--- src/rtl/run_monitor.sv ---
// rtl/run_monitor.sv - run-completion and watchdog monitor for N_CORES matrix-multiply cores
// Optional SKEW_CYCLES output (last minus first finish cycle) enabled by RUN_MONITOR_SKEW_EN.
module run_monitor #(
  parameter int N_CORES        = 4,
  parameter int CNT_WIDTH      = 22,
  parameter int TIMEOUT_CYCLES = 3000000
) (
  input  logic                          MAIN_CLOCK,
  input  logic                          RESET,
  input  logic                          START,
  input  logic [N_CORES-1:0]            CORE_EN,
  input  logic [N_CORES-1:0]            PROCESS_DONE,
  output logic                          BUSY,
  output logic                          ALL_DONE,
  output logic                          TIMEOUT,
  output logic [N_CORES-1:0]            DONE_MASK,
  output logic [N_CORES*CNT_WIDTH-1:0]  CORE_CYCLES,
`ifdef RUN_MONITOR_SKEW_EN
  output logic [CNT_WIDTH-1:0]          SKEW_CYCLES,
`endif
  output logic [CNT_WIDTH-1:0]          TOTAL_CYCLES
);

  typedef enum logic [1:0] {
    S_IDLE,
    S_RUN,
    S_DONE,
    S_TIMED_OUT
  } state_t;

  localparam logic [CNT_WIDTH-1:0] TIMEOUT_K = CNT_WIDTH'(TIMEOUT_CYCLES);
  localparam logic [N_CORES-1:0]   ALL_ONES  = '1;

  state_t               state;
  state_t               state_n;
  logic [N_CORES-1:0]   enable_q;
  logic [N_CORES-1:0]   capture;
  logic [N_CORES-1:0]   mask_run;
  logic [CNT_WIDTH-1:0] k;

  // k is the index of the RUN cycle being evaluated on this edge
  assign k        = TOTAL_CYCLES + CNT_WIDTH'(1);
  assign capture  = enable_q & ~DONE_MASK & PROCESS_DONE;
  assign mask_run = DONE_MASK | capture;

  assign BUSY     = (state == S_RUN);
  assign ALL_DONE = (state == S_DONE);
  assign TIMEOUT  = (state == S_TIMED_OUT);

  always_ff @(posedge MAIN_CLOCK or posedge RESET) begin
    if (RESET) begin
      state <= S_IDLE;
    end else begin
      state <= state_n;
    end
  end

  always_comb begin
    state_n = state;
    case (state)
      S_RUN: begin
        // completion takes priority over the budget expiring on the same cycle
        if (mask_run == ALL_ONES) begin
          state_n = S_DONE;
        end else if (k == TIMEOUT_K) begin
          state_n = S_TIMED_OUT;
        end
      end
      default: begin
        if (START) begin
          state_n = (CORE_EN == '0) ? S_DONE : S_RUN;
        end
      end
    endcase
  end

  always_ff @(posedge MAIN_CLOCK or posedge RESET) begin
    if (RESET) begin
      enable_q     <= '0;
      DONE_MASK    <= '0;
      CORE_CYCLES  <= '0;
      TOTAL_CYCLES <= '0;
    end else if (state != S_RUN) begin
      if (START) begin
        enable_q     <= CORE_EN;
        DONE_MASK    <= ~CORE_EN;
        CORE_CYCLES  <= '0;
        TOTAL_CYCLES <= '0;
      end
    end else begin
      DONE_MASK    <= mask_run;
      TOTAL_CYCLES <= k;
      for (int i = 0; i < N_CORES; i++) begin
        if (capture[i]) begin
          CORE_CYCLES[i*CNT_WIDTH +: CNT_WIDTH] <= k;
        end
      end
    end
  end

`ifdef RUN_MONITOR_SKEW_EN
  logic [CNT_WIDTH-1:0] first_k;
  logic [CNT_WIDTH-1:0] last_k;
  logic [CNT_WIDTH-1:0] first_n;
  logic [CNT_WIDTH-1:0] last_n;
  logic                 none_yet;

  assign none_yet = ((DONE_MASK & enable_q) == '0);
  assign first_n  = (none_yet && (capture != '0)) ? k : first_k;
  assign last_n   = (capture != '0) ? k : last_k;

  always_ff @(posedge MAIN_CLOCK or posedge RESET) begin
    if (RESET) begin
      first_k     <= '0;
      last_k      <= '0;
      SKEW_CYCLES <= '0;
    end else if (state != S_RUN) begin
      if (START) begin
        first_k     <= '0;
        last_k      <= '0;
        SKEW_CYCLES <= '0;
      end
    end else begin
      first_k <= first_n;
      last_k  <= last_n;
      if (state_n == S_DONE) begin
        SKEW_CYCLES <= last_n - first_n;
      end
    end
  end
`endif

endmodule
--- config.mk ---
export PLATFORM = sky130hd
export DESIGN_NAME = run_monitor
export DESIGN_NICKNAME = d
export VERILOG_FILES = /design/src/rtl/run_monitor.sv
export SDC_FILE = /design/constraint.sdc
export NUM_CORES = 1
export LEC_CHECK = 0
export CAP_MARGIN = 20
export CORE_MARGIN = 3
export CORE_UTILIZATION = 50
export CTS_CLUSTER_SIZE = 10
export DETAILED_ROUTE_END_ITERATION = 6
export PLACE_DENSITY = 0.8
export SKIP_CTS_REPAIR_TIMING = 1
export SYNTH_ARGS = -nofsm -noshare
export SYNTH_HDL_FRONTEND = slang
export SYNTH_SLANG_ARGS = --single-unit
--- constraint.sdc ---
create_clock -name MAIN_CLOCK -period 5.1 [get_ports MAIN_CLOCK]
set_input_delay 1.02 -clock MAIN_CLOCK [delete_from_list [all_inputs] [get_ports MAIN_CLOCK]]
set_output_delay 1.02 -clock MAIN_CLOCK [all_outputs]
set_load 0.01 [all_outputs]
==> reports/results.ini <==
[logic_synthesis]
synth_seq_cells=120
async_reset_ff_share_pct=100
synthCells=542
netlist_area_um2=5450
netlist-cell-type-count=55
yosysWarnings=0
netlist_top_cells_area=dfrtp_1, o21ai_0, nand3_1, mux2_2, nand2_1
yosysMostFrequentCell=dfrtp_1
syn_nets=554
yosysTopAreaCell=dfrtp_1
netlist_top_cells_count=dfrtp_1, o21ai_0, nand3_1
synthMuxAreaShare_pct=3.93
synth_top_area_share_pct=55.1
yosysSeqAreaShare_pct=55.1
synthFlopType=dfrtp_1
synth_top_family_by_area=simple AND/OR/NAND/NOR gates
synthSimpleGateAreaFrac_pct=18.5
syn_area_per_cell_um2=10.1
synth_edf_count=0
synth_xor_area_share_pct=3.84
synth_compound_area_share_pct=13.7
synthAdderAreaFrac_pct=0.230

[cts]
cts.clk_slew.worst_paths_ns=0.06
h-tree-depth=4
clock-root-buffer=clkbuf_8
insertion_delay_ns=0.52
cts_buffers=17
cts.sinks=120
clock_path_buffers=2
cts_tree=done

[flow_run]
max_cap_viol_count=0

[global_route]
grt_pass1_wl_mm=24.1
grt_pass1_vias=4569
antenna_found_initial=0
grt_max_degree=70
track_usage_pct=26.4
grt.overflow.total=0

[place]
dp_hpwl_mm=10.3
gp_congestion=0.905
io_buffers=127

[critical_path]
r2r_end=CORE_CYCLES[21]$_DFFE_PP0P_
worstPathArrival_ns=2.58
slowest_stage=clkdlybuf4s50_1
path_max_fanout=46
r2r_slack_ns=2.40
worstSetupStartpointType=flip-flop
r2r_start=TOTAL_CYCLES[0]$_DFFE_PP0P_
cp.required_ns=4.08
max_stage_delay_ns=0.67
cp-end-kind=output pin
worstSetupPathType=flip-flop to output pin
worst-r2r-cell-count=5
crit_chain=nand2b_1 -> buf_4 -> inv_1 -> clkdlybuf4s50_1

[power_and_ir_drop]
power_density_nw_per_um2=412
seq_power_share_pct=37.0
p_leak_nw=3.08
p_int_mw=2.04
switching_share_pct=32.6
ir_worst_vdd_mv=0.232
pwr-share-comb_pct=22.3
p_clk_share_pct=40.7
power.switching_mw=0.987

[route]
drc_errors=0
drt_iter0_markers=409
ant_nets=0
routed_via_density=5.98
via_count=4780
wl_mm=15.7
firstDrtPassIters=6
avgRoutedWirePerCell_um=19.6

[finish]
fill_cells=791
nets=663
drive_above_1_share_pct=11.6
post-route-util_pct=70.2
n_antenna_cell=0
syn2layout_area_growth_pct=34.7

[timing]
fin_setup_tns_ns=0
rsz0062_at_grt=no
skew_ns=0.00696
max_freq_mhz=278
hold_violations=0
min_period_ns=3.60
finalCritPeriodShare_pct=70.6
setup_viol=0
worstMarginPinSlew_ns=0.917
slew_viol_final=0
maxSlewHeadroom_pct=38.9

[floorplanning]
initial_utilization_pct=52.1
rows=37
die_w_um=110
die_area_um2=12200
core_um2=10500
fp.dieH_um=110
ios=128

[status]
status=finished clean

[worst_hold_path]
hold_end=CORE_CYCLES[24]$_DFFE_PP0P_
holdCritStartpoint=CORE_CYCLES[24]$_DFFE_PP0P_
hp-class=flip-flop to flip-flop
min_path_cells=2

-- layout make-up --
class	instances	area [um2]	area share (%)
timing repair buffer	135	1330	18.1
tap	136	170	2.32
clock buffer	18	418	5.69
sequential	120	3000	40.9
multi-input combinational	367	2190	29.8
inverter	10	40.0	0.545
clock inverter	14	189	2.57
-- per-stage QoR --
step           hold WS [ns]  setup slack (ns)  std cells  instance area, um2  total power, mW
2_1_floorplan         0.468             0.894        542                5450             1.53
3_3_place_gp          0.472              1.90        767                6730             1.78
3_5_place_dp          0.475              1.90        767                6730             1.79
4_1_cts               0.490              1.54        799                7330             3.02
5_1_grt               0.520              1.45        800                7340             3.14
6_report              0.483              1.50        800                7340             3.03
-- cell families after synthesis --
| family | after synthesis |
|---|---|
| and+or+nand+nor | 190 |
| AOI/OAI and AO/OA | 134 |
| muxes | 19 |
| adders and majority gates | 1 |
| DFF | 120 |
| buffers and inverters | 55 |
| xor gates and xnor gates | 23 |
-- flip-flops by register name, summed over array words and instances, names as in the netlist --
name,count
DONE_MASK,4
state,2
enable_q,4
TOTAL_CYCLES,22
CORE_CYCLES,88
-- worst max-delay path: cells and delay by family, from the launching register on --
family / cells / cell delay (ns)
buffers and inverters: 3 / 1.51
AND/OR/NAND/NOR: 1 / 0.15
flip-flops: 1 / 0.39
-- layer usage --
metal | up-vias | global-route usage (%) | wire [um]
met3 | 38 | 5.36 | 1250
li1 | 2154 | - | -
met2 | 272 | 43.0 | 7680
met5 | - | 0 | 0
met4 | 0 | 10.6 | 375
met1 | 2316 | 34.9 | 6370
-- power by group through the flow --
stage	sequential, mW	combinational [mW]	clock, mW
final	1.12	0.676	1.23
after global routing	1.13	0.728	1.28
after CTS	1.12	0.670	1.23
after detailed placement	1.13	0.661	0
after global placement	1.13	0.645	0
after floorplan	1.13	0.397	0
-- cell usage in the layout, fill, tap and decap left out, types with 7 or more instances in the layout --
cell,synthesis,layout
dfrtp_1,120,120
clkbuf_16,0,16
inv_1,10,9
xor2_1,7,7
nand3_1,83,83
buf_4,5,8
clkdlybuf4s50_1,0,127
o21ai_0,91,91
mux2_2,19,19
nor2_1,22,22
xnor2_1,15,15
nand2_1,37,36
a21oi_1,14,14
-- worst max path at each step --
stage          slack [ns]                         end                 start
2_1_floorplan        0.89  CORE_CYCLES[0]$_DFFE_PP0P_                 RESET
3_3_place_gp         1.90  CORE_CYCLES[7]$_DFFE_PP0P_       PROCESS_DONE[0]
3_5_place_dp         1.90  CORE_CYCLES[5]$_DFFE_PP0P_       PROCESS_DONE[0]
4_1_cts              1.54                        BUSY  state[1]$_DFFE_PP0P_
5_1_grt              1.45                        BUSY  state[1]$_DFFE_PP0P_
6_report             1.50                        BUSY  state[1]$_DFFE_PP0P_
Note: power is estimated with default switching activity, not from simulation.
==> RTL edit, RTL diff (same settings) <==
Register the inputs `CORE_EN` and `PROCESS_DONE` before use, without a reset. The logic sees them one clock later. The other inputs are not delayed to match.
--- a/src/rtl/run_monitor.sv
+++ b/src/rtl/run_monitor.sv
@@ -31,6 +31,14 @@
   localparam logic [CNT_WIDTH-1:0] TIMEOUT_K = CNT_WIDTH'(TIMEOUT_CYCLES);
   localparam logic [N_CORES-1:0]   ALL_ONES  = '1;
 
+  logic [N_CORES-1:0] CORE_EN_q;
+  logic [N_CORES-1:0] PROCESS_DONE_q;
+
+  always_ff @(posedge MAIN_CLOCK) begin
+    CORE_EN_q      <= CORE_EN;
+    PROCESS_DONE_q <= PROCESS_DONE;
+  end
+
   state_t               state;
   state_t               state_n;
   logic [N_CORES-1:0]   enable_q;
@@ -40,7 +48,7 @@
 
   // k is the index of the RUN cycle being evaluated on this edge
   assign k        = TOTAL_CYCLES + CNT_WIDTH'(1);
-  assign capture  = enable_q & ~DONE_MASK & PROCESS_DONE;
+  assign capture  = enable_q & ~DONE_MASK & PROCESS_DONE_q;
   assign mask_run = DONE_MASK | capture;
 
   assign BUSY     = (state == S_RUN);
@@ -68,7 +76,7 @@
       end
       default: begin
         if (START) begin
-          state_n = (CORE_EN == '0) ? S_DONE : S_RUN;
+          state_n = (CORE_EN_q == '0) ? S_DONE : S_RUN;
         end
       end
     endcase
@@ -82,8 +90,8 @@
       TOTAL_CYCLES <= '0;
     end else if (state != S_RUN) begin
       if (START) begin
-        enable_q     <= CORE_EN;
-        DONE_MASK    <= ~CORE_EN;
+        enable_q     <= CORE_EN_q;
+        DONE_MASK    <= ~CORE_EN_q;
         CORE_CYCLES  <= '0;
         TOTAL_CYCLES <= '0;
       end
Function: changed (a bounded check fails within 4 cycles, from zero or initial values and one cycle with RESET high).
==> RTL edit against the unedited design <==
- routed wire length decreased by 9.6%
- via count decreased by 8.5%
- combinational power decreased by 4.0%
- register-to-register slack improved by 0.04 ns
- sequential power increased by 6%
- area after synthesis decreased by 4.7%
- power increased by 2.9%
- sequential cell count increased by 8
- sequential share of layout area increased by 3.0 points
- setup slack got worse by 0.046 ns
- count of clock-buffer cells in the layout unchanged
- cell area decreased by 1.8%
==> RTL edit: results (changes against the unedited design) <==
drt_wl_total_mm: 14.17  # -9.6%
ys_top_cells_by_count: "nand2_1 (152), dfrtp_1 (120), o21ai_0 (77)"
grt_util_met1_pct: 32.17  # -2.7 points
seq_area_frac_synth_pct: 60.92  # +5.8 points
clkPwrFrac_pct: 40.9  # +0.2 points
grt_pass1_wl_mm: 22.31  # -7.6%
synthXorXnorAreaFrac_pct: 3.373  # -0.46 points
vias: 4376  # -8.5%
vdd_ir_drop_max_mv: 0.3390  # +46%
yosys_warnings: 0  # unchanged
nets: 656  # -1.1%
intPower_uw: 2142  # +5.0%
first_pass_iters: 5  # -1
rr_startpoint: "state[1]"
cp_max_fo: 29  # -37%
power.leakage_uw: 0.003225  # +4.8%
synth.area.top_cells: "dfrtp_1 (58%), nand2_1 (11%), o21ai_0 (7.4%)"
status: "finished clean"
synth_cell_types: 46  # -16%
hold_depth: 1  # -1
arrival_ns: 2.63  # +0.05 ns
netSwitchingFraction_pct: 31.19  # -1.4 points
reg2regPathDepth: 7  # +2
slew_headroom_pct: 36.94  # -1.9 points
fin_skew_ns: 0.007409  # +0.0004493 ns
gr-usage-met2_pct: 42.63  # -0.40 points
r2r_slack_ns: 2.44  # +0.04 ns
synthAdderAreaFrac_pct: 0.2410  # +0.011 points
async_flop_share_pct: 93.75  # -6.3 points
critPathMaxStageDelay_ns: 0.73  # +0.06 ns
syn-num-nets: 530  # -4.3%
power_frac_comb_pct: 20.8  # -1.5 points
hold_start: "CORE_EN_q[0]"
drive_above_1_share_pct: 8.980  # -2.6 points
grt_pass1_vias: 4309  # -5.7%
synth.area.mux_share_pct: 0.8675  # -3.1 points
r2r-end: "DONE_MASK[3]"
crit_path_top_delay_cell: "inv_1"
synth-compound-area-share_pct: 12.63  # -1.1 points
RTL edit: cell count changes in the layout (fill, tap and decap cells not counted), sizes merged, moves of 4 or more:
| cell | before | now |
|---|---|---|
| or3 | 6 | 0 |
| nand3 | 83 | 12 |
| mux2 | 19 | 4 |
| nand2 | 38 | 152 |
| nor2 | 22 | 14 |
| o21ai | 96 | 85 |
| and2 | 10 | 4 |
| dfxtp | 0 | 8 |
| inv | 15 | 10 |
| nand2b | 1 | 5 |
| and3 | 5 | 1 |
| a22o | 1 | 9 |
RTL edit: final cells by class:
class | count | area share [%]
timing repair buffer | 134 | 18.37
clock buffer | 18 | 5.799
multi-input combinational | 358 | 26.49
inverter | 5 | 0.2951
sequential | 128 | 43.89
clock inverter | 14 | 2.847
tap | 133 | 2.309
RTL edit: through the flow:
| stage | setup WS (ns) | cells | hold WS, ns | area (µm²) |
|---|---|---|---|---|
| 2_1_floorplan | 0.8942 | 518 | 0.4173 | 5192 |
| 3_3_place_gp | 2.129 | 758 | 0.4450 | 6584 |
| 3_5_place_dp | 2.044 | 758 | 0.4490 | 6584 |
| 4_1_cts | 1.481 | 790 | 0.4462 | 7207 |
| 5_1_grt | 1.354 | 790 | 0.4798 | 7207 |
| 6_report | 1.454 | 790 | 0.4466 | 7207 |
RTL edit: per-layer routing:
metal | share of wire, % | wire length (µm) | vias to the layer above
met2 | 51 | 7199 | 199
met3 | 7.8 | 1102 | 11
met5 | 0 | 0 | -
li1 | - | - | 2013
met4 | 0.77 | 109 | 0
met1 | 41 | 5758 | 2153
RTL edit: cells by family after synthesis:
family / count (synthesis)
AO/OA/AOI/OAI: 118
XOR/XNOR: 20
adder cells (fa/ha/maj): 1
buffers and inverters: 32
flip-flops: 128
multiplexers: 4
AND/OR/NAND/NOR: 215
